### src/rtl/mem_responder_pkg.sv
// mem_responder_pkg: funct3 encodings and request legality shared by the memory responder
package mem_responder_pkg;
  typedef enum logic [2:0] {LB = 3'd0, LH = 3'd1, LW = 3'd2, LBU = 3'd4, LHU = 3'd5} ld_size_e;
  typedef enum logic [2:0] {SB = 3'd0, SH = 3'd1, SW = 3'd2} st_size_e;
  function automatic logic req_error(input logic we, input logic [2:0] size, input logic [1:0] lo);
    logic ok;
    ok = we ? size <= SW : (size <= LW || size == LBU || size == LHU);
    return !ok || (size[1:0] == 2'd1 && lo[0]) || (size[1:0] == 2'd2 && lo != 2'd0);
  endfunction
endpackage

### src/rtl/mem_lane_fmt.sv
// mem_lane_fmt: byte/halfword lane select with extension for loads and lane merge for sub-word stores
module mem_lane_fmt
  import mem_responder_pkg::*;
(
  input  logic [31:0] word,
  input  logic [1:0]  lo,
  input  logic [2:0]  size,
  input  logic [31:0] wdata,
  output logic [31:0] ld_data,
  output logic [31:0] st_data
);
  logic [4:0] sh;
  logic [31:0] lane, mask;
  logic [7:0] b;
  logic [15:0] h;
  always_comb begin
    sh = size[1:0] == 2'd1 ? {lo[1], 4'b0} : {lo, 3'b0};
    lane = word >> sh;
    b = lane[7:0];
    h = lane[15:0];
    mask = (size[1:0] == 2'd1 ? 32'h0000_ffff : 32'h0000_00ff) << sh;
    ld_data = size == LB  ? {{24{b[7]}}, b} :
              size == LH  ? {{16{h[15]}}, h} :
              size == LBU ? {24'b0, b} :
              size == LHU ? {16'b0, h} : word;
    st_data = size == SW ? wdata : (word & ~mask) | ((wdata << sh) & mask);
  end
endmodule

### src/rtl/mem_responder.sv
// mem_responder: single-outstanding load/store responder in front of a synchronous word RAM
module mem_responder
  import mem_responder_pkg::*;
#(
  parameter int ADDR_W = 10
) (
  input  logic              clk,
  input  logic              reset,
  input  logic              req_valid,
  output logic              req_ready,
  input  logic [31:0]       req_addr,
  input  logic [31:0]       req_wdata,
  input  logic              req_we,
  input  logic [2:0]        req_size,
  output logic              resp_valid,
  output logic [31:0]       resp_rdata,
  output logic              resp_err,
  output logic [ADDR_W-1:0] ram_addr,
  output logic [31:0]       ram_wdata,
  output logic              ram_we,
  input  logic [31:0]       ram_rdata
);
  typedef enum logic [2:0] {IDLE, READ, LD_CAP, RMW_RD, RMW_WR, WRITE, RESP} state_e;
  state_e state, state_nx;
  logic [ADDR_W+1:0] addr;
  logic [31:0] wdata, ld_data, st_data;
  logic [2:0] size;
  logic accept, err, unused_addr;
  assign accept = req_valid && req_ready;
  assign err = req_error(req_we, req_size, req_addr[1:0]);
  // address bits above the RAM size are dropped so accesses wrap
  assign unused_addr = ^req_addr[31:ADDR_W+2];
  always_ff @(posedge clk)
    if (!reset) state <= IDLE;
    else state <= state_nx;
  always_comb begin
    state_nx = state;
    case (state)
      IDLE:           if (accept) state_nx = err ? RESP : !req_we ? READ : req_size == SW ? WRITE : RMW_RD;
      READ:           state_nx = LD_CAP;
      LD_CAP:         state_nx = RESP;
      RMW_RD:         state_nx = RMW_WR;
      RMW_WR, WRITE:  state_nx = RESP;
      default:        state_nx = IDLE;
    endcase
  end
  always_comb begin
    req_ready = state == IDLE;
    resp_valid = state == RESP;
    ram_we = reset && (state == WRITE || state == RMW_WR);
    ram_wdata = state == WRITE ? wdata : st_data;
    ram_addr = addr[ADDR_W+1:2];
  end
  always_ff @(posedge clk)
    if (accept) begin
      addr <= req_addr[ADDR_W+1:0];
      wdata <= req_wdata;
      size <= req_size;
    end
  always_ff @(posedge clk)
    if (!reset) begin
      resp_err <= 1'b0;
      resp_rdata <= '0;
    end else if (accept) begin
      resp_err <= err;
      resp_rdata <= '0;
    end else if (state == LD_CAP) begin
      resp_rdata <= ld_data;
    end else if (state == RESP) begin
      resp_err <= 1'b0;
      resp_rdata <= '0;
    end
  mem_lane_fmt u_fmt (
    .word(ram_rdata),
    .lo(addr[1:0]),
    .size(size),
    .wdata(wdata),
    .ld_data(ld_data),
    .st_data(st_data)
  );
endmodule

### config.mk
export PLATFORM = sky130hd
export DESIGN_NAME = mem_responder
export DESIGN_NICKNAME = d
export VERILOG_FILES = /design/src/rtl/mem_responder_pkg.sv /design/src/rtl/mem_lane_fmt.sv /design/src/rtl/mem_responder.sv
export SDC_FILE = /design/constraint.sdc
export NUM_CORES = 1
export LEC_CHECK = 0
export BUFFER_PORTS_ARGS = -buffer_cell sky130_fd_sc_hd__buf_2
export CAP_MARGIN = 20
export CORE_ASPECT_RATIO = 1.5
export CORE_MARGIN = 10
export CORE_UTILIZATION = 53
export CTS_BUF_LIST = sky130_fd_sc_hd__clkbuf_8
export DETAILED_ROUTE_END_ITERATION = 8
export PLACE_DENSITY = 0.88
export SLEW_MARGIN = 10
export SYNTH_ARGS = -nofsm -noshare
export SYNTH_HDL_FRONTEND = slang
export SYNTH_SLANG_ARGS = --single-unit
### constraint.sdc
create_clock -name clk -period 4.03 [get_ports clk]
set_clock_uncertainty 0.15 [all_clocks]
set_input_delay 0.806 -clock clk [delete_from_list [all_inputs] [get_ports clk]]
set_output_delay 0.806 -clock clk [all_outputs]
set_load 0.03 [all_outputs]
==> results.toml, run 1 <==
[outcome]
status = "completed"

[global_route]
grt_max_degree = 50
grt_usage_pct = 20.6
grt_pass1_vias = 3833
grt_pass1_wl_mm = 19.4
grt_overflow = 0
antenna_found_initial = 0

[setup_path]
worstSetupPathType = "reg2out"
crit_top_cell = "o21ai_0"
path_cells = "nand2b_4 > a21boi_1 > o21ai_0 > o21ai_0 > buf_2"
r2r_slack_ns = 1.27
crit_cells = 5
critPathLaunch = "size[1]"
slowest_stage = "edfxtp_1"
cp.required_ns = 3.07
crit_buf_inv = 1
path_delay_family = "compound AO/OA/AOI/OAI gates"
r2r_start = "addr[1]"
r2r_end = "resp_rdata[16]"
cp_max_fo = 21
cp.arrival_ns = 2.58
max_stage_delay_ns = 0.69
worstSetupEndpoint = "ram_wdata[24]"
cp-end-kind = "output pin"
r2r.worst_path.cells = 4
cp-start-kind = "flip-flop"

[routing]
dr.pass1.iters = 6
dr.first_iter.drc_count = 345
avgRoutedWirePerCell_um = 19.7
drt-vias-per-instance = 5.78
routed_wl_mm = 13.0
drcViolationCount = 0
postRouteAntennaNets = 0
vias = 3816

[clock_network]
clk_path_buf_depth = 2
htreeDepth = 3
clk_latency_ns = 0.35
cts_root_buffer = "clkbuf_8"
post_cts.repair.setup_buffers = 0
cts.clk_slew.worst_paths_ns = 0.08
post_cts_resized = 0
cts_hold_buf = 0
cts_tree = "built"
cts_buffers = 9
cts.sink_count = 83

[power]
irDropWorstVdd_v = 0.000433
p_leak_uw = 0.00217
cellPowerDensity_mw_per_mm2 = 431

[final_layout]
fin_area_mm2 = 0.00520
fin_util_pct = 67.4
diodes = 0
multiInputGateArea_mm2 = 0.00187
fillers = 660
final_nets = 656
final_cells = 660
area_growth_pct = 22.4
layout-drive-gt1-share_pct = 39.6
seq_area_mm2 = 0.00213

[floorplanning]
die_y_um = 130
die_w_um = 93.1
rows = 39
die-area_mm2 = 0.0121
initial_core_util_pct = 55.1
boundaryPins = 181
core_mm2 = 0.00771

[sta]
fmax_ghz = 0.283
slew_viol_final = 0
min_period_over_period_pct = 87.7
finalSetupViolations = 0
slew_headroom_pct = 35.4
tightest_slew_ns = 0.967
grt_setup_unrepaired = "no"
layout_min_cycle_time_ns = 3.53
timing.final.hold_violations = 0
setup_tns_ns = 0

[hold_path]
hold_depth = 2
hold_class = "reg2reg"

[placement]
place_area_mm2 = 0.00499
gp_congestion = 0.936
dpl.cell_count = 644
portBuffers = 160
dp_hpwl_mm = 10.1

[synth]
synthDominantCellAreaShare_pct = 33.2
syn_avg_cell_area_um2 = 10.3
ys_warn_count = 0
synth_edf_count = 47
syn_nets = 515
seq_area_frac_synth_pct = 50.2
async_flop_share_pct = 0
synthFlopType = "edfxtp_1"
synth_cell_types = 50
synthCells = 412
yosys-top-cells-area = "edfxtp_1 33%, dfxtp_1 17%, nand2_1 5.7%"
synth_area_mm2 = 0.00425
synth_seq_cells = 83
synth_top_cell_by_area = "edfxtp_1"

[run]
cap_violations = 0
-- layout make-up --
| class | count | area share, % |
|---|---|---|
| Sequential cell | 83 | 41.0 |
| Multi-Input combinational cell | 289 | 35.9 |
| Clock buffer | 9 | 2.38 |
| Tap cell | 102 | 2.46 |
| Timing Repair Buffer | 166 | 16.3 |
| Clock inverter | 7 | 1.64 |
| Inverter | 4 | 0.289 |
-- power breakdown --
part           total [µW]  leakage, µW  internal, µW  switching, µW
logic                 592      0.00133           188            405
registers            1020     0.000732           967           49.3
clock network         631     0.000112           342            288
-- Yosys cell counts (all sizes together) (2+ instances only) --
| master | number |
|---|---|
| a21oi | 30 |
| a31o | 7 |
| mux2 | 8 |
| inv | 4 |
| nor2b | 5 |
| a221oi | 15 |
| nand2b | 4 |
| and2 | 2 |
| and3 | 10 |
| mux2i | 18 |
| a22oi | 9 |
| dfxtp | 36 |
| a211oi | 9 |
| o2bb2ai | 8 |
| nor2 | 8 |
| a21boi | 3 |
| nor4 | 7 |
| o21ai | 60 |
| nand3 | 9 |
| nor3 | 5 |
| buf | 32 |
| nand2 | 64 |
| clkbuf | 4 |
| edfxtp | 47 |
-- worst min path at each step --
stage | start | endpoint | slack [ns]
after global routing | resp_rdata[25] | resp_rdata[25] | 0.33
after floorplan | state[2] | state[2] | 0.40
after global placement | resp_rdata[26] | resp_rdata[26] | 0.28
after CTS | resp_rdata[31] | resp_rdata[31] | 0.31
after detailed placement | resp_rdata[31] | resp_rdata[31] | 0.29
final | resp_rdata[28] | resp_rdata[28] | 0.30
-- metrics by stage --
step / total power, µW / setup slack, ns / hold WS [ns]
after global placement: 1610 / 1.00 / 0.282
after global routing: 2340 / 0.288 / 0.327
after detailed placement: 1630 / 0.963 / 0.287
after floorplan: 1440 / 1.15 / 0.400
final: 2240 / 0.496 / 0.303
after CTS: 2250 / 0.552 / 0.306
-- kinds of logic after synthesis --
logic type             Yosys count  share of synthesized area [%]
AO/OA/AOI/OAI                  149                           24.2
AND/OR/NAND/NOR                114                           13.4
flip-flops                      83                           50.2
buffers and inverters           40                           5.83
multiplexers                    26                           6.45
-- worst reg2reg max path: stages, from the launching register on --
cell      delay, ns
edfxtp_1       0.95
mux2i_2        0.40
nor3_4         0.10
o31ai_4        0.77
o21ai_0        0.24
-- cells in the final DEF, fill, tap and decap left out, drive strengths merged --
cell type | netlist | routed
and2 | 2 | 2
o21ai | 60 | 60
nor4 | 7 | 7
clkinvlp | 0 | 1
a31oi | 1 | 1
mux2 | 8 | 8
and3 | 10 | 10
nor3 | 5 | 5
inv | 4 | 6
o211ai | 1 | 1
clkbuf | 4 | 9
dfxtp | 36 | 36
o21a | 1 | 1
nor2b | 5 | 5
nand2b | 4 | 4
a21o | 1 | 1
o2bb2ai | 8 | 8
mux2i | 18 | 18
o311ai | 1 | 1
buf | 32 | 166
a2bb2oi | 1 | 1
bufinv | 0 | 2
a221oi | 15 | 15
nand2 | 64 | 64
a22o | 1 | 1
nor2 | 8 | 8
nand3 | 9 | 9
a21oi | 30 | 30
a211oi | 9 | 9
a22oi | 9 | 9
o31ai | 1 | 1
a31o | 7 | 7
a21boi | 3 | 3
clkinv | 0 | 2
edfxtp | 47 | 47
-- sequential cells by signal, indices dropped and copies added, names as in the netlist --
name / cells
wdata: 32
size: 3
addr: 12
resp_rdata: 32
resp_err: 1
state: 3
-- metal layers --
metal / global-route usage, % / wire [µm]
met1: 21.9 / 4790
met2: 34.8 / 6480
met3: 6.76 / 1080
met4: 12.8 / 665
met5: 0 / 0
(Power assumes the default switching activity.)
==> inputs of run 2 (changes only) <==
--- a/config.mk
+++ b/config.mk
@@ -5,14 +5,14 @@
 export SDC_FILE = /design/constraint.sdc
 export NUM_CORES = 1
 export LEC_CHECK = 0
-export BUFFER_PORTS_ARGS = -buffer_cell sky130_fd_sc_hd__buf_2
 export CAP_MARGIN = 20
 export CORE_ASPECT_RATIO = 1.5
 export CORE_MARGIN = 10
-export CORE_UTILIZATION = 53
+export CORE_UTILIZATION = 65
 export CTS_BUF_LIST = sky130_fd_sc_hd__clkbuf_8
 export DETAILED_ROUTE_END_ITERATION = 8
-export PLACE_DENSITY = 0.88
+export DONT_BUFFER_PORTS = 1
+export PLACE_DENSITY = 0.81
 export SLEW_MARGIN = 10
 export SYNTH_ARGS = -nofsm -noshare
 export SYNTH_HDL_FRONTEND = slang
==> results.toml, run 2 (same netlist as run 1, synthesis figures left out) <==
[setup_path]
cp.arrival_ns = 2.55
r2r_start = "size[1]"
path_delay_family = "compound AO/OA/AOI/OAI gates"
cp-start-kind = "flip-flop"
max_stage_delay_ns = 0.78
cp_max_fo = 21
worstSetupPathType = "reg2out"
cp-end-kind = "output pin"
r2r.worst_path.cells = 5
cp.required_ns = 3.07
r2r_slack_ns = 1.54
path_cells = "nand2b_4 > a21boi_1 > mux2i_1 > o21ai_0 > buf_4"
crit_cells = 5
slowest_stage = "a21boi_1"
crit_buf_inv = 1
r2r_end = "resp_rdata[16]"

[hold_path]
whs_endpoint = "size[1]"
hold_class = "in2reg"
hold_depth = 0
worstHoldStart = "req_size[1]"

[routing]
routed_wl_mm = 11.8
avgRoutedWirePerCell_um = 24.1
drt-vias-per-instance = 6.77
postRouteAntennaNets = 0
vias = 3311
dr.first_iter.drc_count = 388
dr.pass1.iters = 5
drcViolationCount = 0

[sta]
setup_tns_ns = 0
slew_viol_final = 0
grt_setup_unrepaired = "no"
timing.final.hold_violations = 0
finalSetupViolations = 0
finalWorstSetupSlack_ns = 0.523
slew_headroom_pct = 34.7
fmax_ghz = 0.285
tightest_slew_ns = 0.978
min_period_over_period_pct = 87.0
layout_min_cycle_time_ns = 3.51

[final_layout]
final_cell_mix = "64 x nand2_1, 47 x edfxtp_1, 43 x o21ai_0"
fin_area_mm2 = 0.00446
final_nets = 510
layout-drive-gt1-share_pct = 18.0
area_growth_pct = 4.98
final_cells = 489
final_common_cell = "nand2_1"
reg_top3 = "resp_rdata x32, wdata x32, addr x12"
fin_util_pct = 69.2

[floorplanning]
boundaryPins = 181
die-area_mm2 = 0.0102
rows = 36
core_mm2 = 0.00644
die_w_um = 86.0
die_y_um = 119
initial_core_util_pct = 65.9

[clock_network]
post_cts.repair.setup_buffers = 0
cts.clk_slew.worst_paths_ns = 0.08
cts.sink_count = 83
cts_hold_buf = 0
post_cts_resized = 0
cts_buffers = 9
htreeDepth = 3
cts_tree = "built"
cts_root_buffer = "clkbuf_8"
clk_latency_ns = 0.36
clk_path_buf_depth = 2

[global_route]
grt_pass1_wl_mm = 17.4
grt_pass1_vias = 3185
antenna_found_initial = 1
grt_overflow = 0
grt_usage_pct = 22.0
grt_max_degree = 50

[placement]
dpl.cell_count = 471
gp_congestion = 0.928
dp_hpwl_mm = 9.15
portBuffers = 0
pre_cts_ws_ns = 0.968
place_area_mm2 = 0.00425

[power]
cellPowerDensity_mw_per_mm2 = 467
irDropWorstVdd_v = 0.000361
p_leak_uw = 0.00155

[run]
cap_violations = 0

[outcome]
status = "completed"
-- run 2: metrics by stage --
step	hold WS, ns	total power, µW
finish	0.385	2080
global route	0.367	2170
CTS	0.369	2090
detailed placement	0.455	1530
global placement	0.438	1520
floorplan	0.400	1440
-- run 2: final cells by class --
class,instances,area (µm²)
well taps,76,95.1
repair buffers,20,158
multi-input cells,289,1870
clock buffers,10,138
diodes,1,2.50
inverters,4,15.0
flip-flops and latches,83,2130
fillers,482,1980
clock inverters,6,51.3
-- run 2: metal layers --
metal  up-vias  global-route usage, %  wire length (µm)
li1       1533                      -                 -
met1      1549                   22.6              3920
met2       206                   36.8              6090
met3        23                   10.1              1530
met4         0                   9.92               272
met5         -                      0                 0
-- run 2: worst max path at each step --
stage	start	end	slack [ns]
final	size[0]	ram_wdata[16]	0.52
after global routing	size[0]	ram_wdata[18]	0.32
after CTS	size[0]	ram_wdata[16]	0.54
after detailed placement	size[0]	ram_wdata[16]	0.97
after global placement	size[0]	ram_wdata[16]	0.97
after floorplan	size[1]	ram_wdata[24]	1.15
-- run 2: where the power goes --
group | leakage, µW | switching, µW | internal [µW] | total, µW
sequential | 0.000732 | 106 | 968 | 1070
clock | 0.000110 | 278 | 294 | 573
combinational | 0.000712 | 300 | 136 | 437
total | 0.00155 | 684 | 1400 | 2080
==> inputs of run 3 (changes only) <==
--- a/config.mk
+++ b/config.mk
@@ -8,12 +8,13 @@
 export CAP_MARGIN = 20
 export CORE_ASPECT_RATIO = 1.5
 export CORE_MARGIN = 10
-export CORE_UTILIZATION = 65
+export CORE_UTILIZATION = 62
 export CTS_BUF_LIST = sky130_fd_sc_hd__clkbuf_8
 export DETAILED_ROUTE_END_ITERATION = 8
 export DONT_BUFFER_PORTS = 1
-export PLACE_DENSITY = 0.81
+export PLACE_DENSITY = 0.78
 export SLEW_MARGIN = 10
 export SYNTH_ARGS = -nofsm -noshare
 export SYNTH_HDL_FRONTEND = slang
+export SYNTH_HIERARCHICAL = 1
 export SYNTH_SLANG_ARGS = --single-unit
==> results.toml, run 3 <==
[global_route]
grt_usage_pct = 20.7
antenna_found_initial = 1
grt_pass1_wl_mm = 19.2
grt_overflow = 0
grt_max_degree = 52
grt_pass1_vias = 3412

[final_layout]
reg_top3 = "resp_rdata x32, wdata x32, addr x12"
final_cells = 565
layout-drive-gt1-share_pct = 19.5
area_growth_pct = 2.38
final_cell_mix = "93 x nand2_1, 56 x a21oi_1, 47 x edfxtp_1"
final_common_cell = "nand2_1"
fin_util_pct = 65.2
final_nets = 560

[synth]
synth_simple_gate_area_share_pct = 21.1
synth_compound_area_share_pct = 16.5
synthCells = 487
synthXorXnorAreaFrac_pct = 0
seq_area_frac_synth_pct = 44.0
async_flop_share_pct = 0
yosysMostFrequentCell = "nand2_1"
muxShareOfSynthArea_pct = 11.4
yosys-top-cells-area = "edfxtp_1 29%, dfxtp_1 15%, mux2_2 8.8%"
synth_edf_count = 47
synthDominantCellAreaShare_pct = 29.1
synth_area_mm2 = 0.00484
synth_top_family_by_area = "simple AND/OR/NAND/NOR gates"
synth_seq_cells = 83
syn_avg_cell_area_um2 = 9.95
ys_warn_count = 6
synthFlopType = "edfxtp_1"
synth_top_cell_by_area = "edfxtp_1"
yosys.area_share.adder_pct = 0
synth_commonest_cells = "93 x nand2_1, 56 x a21oi_1, 47 x edfxtp_1"
syn_nets = 590
synth_cell_types = 50

[clock_network]
htreeDepth = 3
clk_latency_ns = 0.36
cts_root_buffer = "clkbuf_8"
cts.sink_count = 83
cts_tree = "built"
cts_buffers = 9
clk_path_buf_depth = 2
cts_hold_buf = 0
cts.clk_slew.worst_paths_ns = 0.09

[power]
p_int_uw = 1610
irDropWorstVdd_v = 0.000425
cellPowerDensity_mw_per_mm2 = 488
switchingPower_uw = 809
power_frac_comb_pct = 25.3
seq_power_share_pct = 45.8
clockPowerShare_pct = 29.0
p_leak_uw = 0.00183
power_switching_share_pct = 33.4

[setup_path]
r2r.worst_path.cells = 6
worstSetupPathType = "reg2out"
cp-end-kind = "output pin"
cp.required_ns = 3.07
cp_max_fo = 15
worstSetupEndpoint = "ram_wdata[5]"
r2r_start = "size[0]"
cp-start-kind = "flip-flop"
critPathLaunch = "size[1]"
cp.arrival_ns = 2.79
r2r_slack_ns = 1.49
r2r_end = "resp_rdata[1]"

[floorplanning]
die_w_um = 92.2
rows = 39
initial_core_util_pct = 63.6
boundaryPins = 181
die_y_um = 128
die-area_mm2 = 0.0118
core_mm2 = 0.00761

[routing]
drt-vias-per-instance = 6.56
avgRoutedWirePerCell_um = 22.9
drcViolationCount = 0
dr.first_iter.drc_count = 413
dr.pass1.iters = 5
vias = 3704
routed_wl_mm = 13.0
postRouteAntennaNets = 0

[sta]
tightest_slew_ns = 0.705
fmax_ghz = 0.267
finalSetupViolations = 0
layout_min_cycle_time_ns = 3.75
setup_tns_ns = 0
grt_setup_unrepaired = "no"
min_period_over_period_pct = 93.0
slew_headroom_pct = 52.7
timing.final.hold_violations = 0
slew_viol_final = 0

[hold_path]
hold_class = "in2reg"

[run]
cap_violations = 0

[placement]
gp_congestion = 0.872
dpl.cell_count = 547
dp_hpwl_mm = 9.94
portBuffers = 0

[outcome]
status = "completed"
## run 3: routing by layer
metal  global-route usage (%)  vias up  wire [µm]  share of wire (%)
met5                        0        -          0                  0
met4                     12.5        0        623                4.8
met3                     9.61       44       1440                 11
met2                     32.7      199       6350                 49
met1                     22.1     1756       4550                 35
li1                         -     1705          -                  -
## run 3: what timing repair did
item                       CTS  global route
setup endpoints to repair    0             8
setup buffers                0             0
resized for setup            0             1
## run 3: final cells by class
| type | count | area [µm²] |
|---|---|---|
| sequential | 83 | 2130 |
| clock buffer | 9 | 124 |
| clock inverter | 7 | 116 |
| fill | 630 | 2650 |
| timing repair buffer | 8 | 67.6 |
| inverter | 5 | 18.8 |
| antenna | 1 | 2.50 |
| multi-input combinational | 350 | 2370 |
| tap | 102 | 128 |
## run 3: power groups by stage
stage / Clock [µW] / Sequential, µW / Combinational (µW)
final: 701 / 1110 / 612
after global routing: 745 / 1120 / 662
after CTS: 718 / 1110 / 608
after detailed placement: 0 / 1130 / 606
after global placement: 0 / 1120 / 595
after floorplan: 0 / 1080 / 579
## run 3: critical path, stage by stage, from the launching register on
cell and delay [ns]:
edfxtp_1 0.62, nand2b_2 0.45, a21oi_1 0.15, nor2_2 0.38, mux2_2 0.38, mux2_1 0.44
## run 3: how the worst min path moves through the flow
| stage | startpoint | endpoint | slack [ns] | cells after the start |
|---|---|---|---|---|
| after floorplan | resp_rdata[25] | resp_rdata[25] | 0.43 | 2 |
| after detailed placement | resp_rdata[24] | resp_rdata[24] | 0.45 | 2 |
| after global placement | resp_rdata[23] | resp_rdata[23] | 0.45 | 2 |
| final | req_size[0] | size[0] | 0.38 | 0 |
| after CTS | req_size[0] | size[0] | 0.37 | 0 |
| after global routing | req_size[0] | size[0] | 0.36 | 0 |
## run 3: cells by family (layout without fill, tap and decap cells)
kind of cell           count (synthesis)  count (layout)
other                                  0               1
flip-flops                            83              83
AO/OA/AOI/OAI                        110             110
multiplexers                          50              50
AND/OR/NAND/NOR                      190             190
buffers and inverters                 54              29
## run 3: metrics by stage
stage | setup WS (ns) | cell area [µm²] | total power, µW | hold slack (ns)
floorplan | 0.801 | 4840 | 1660 | 0.426
CTS | 0.000827 | 4940 | 2430 | 0.368
detailed placement | 0.425 | 4700 | 1730 | 0.454
global placement | 0.467 | 4700 | 1720 | 0.448
global route | 0.135 | 4960 | 2530 | 0.360
finish | 0.282 | 4960 | 2420 | 0.385
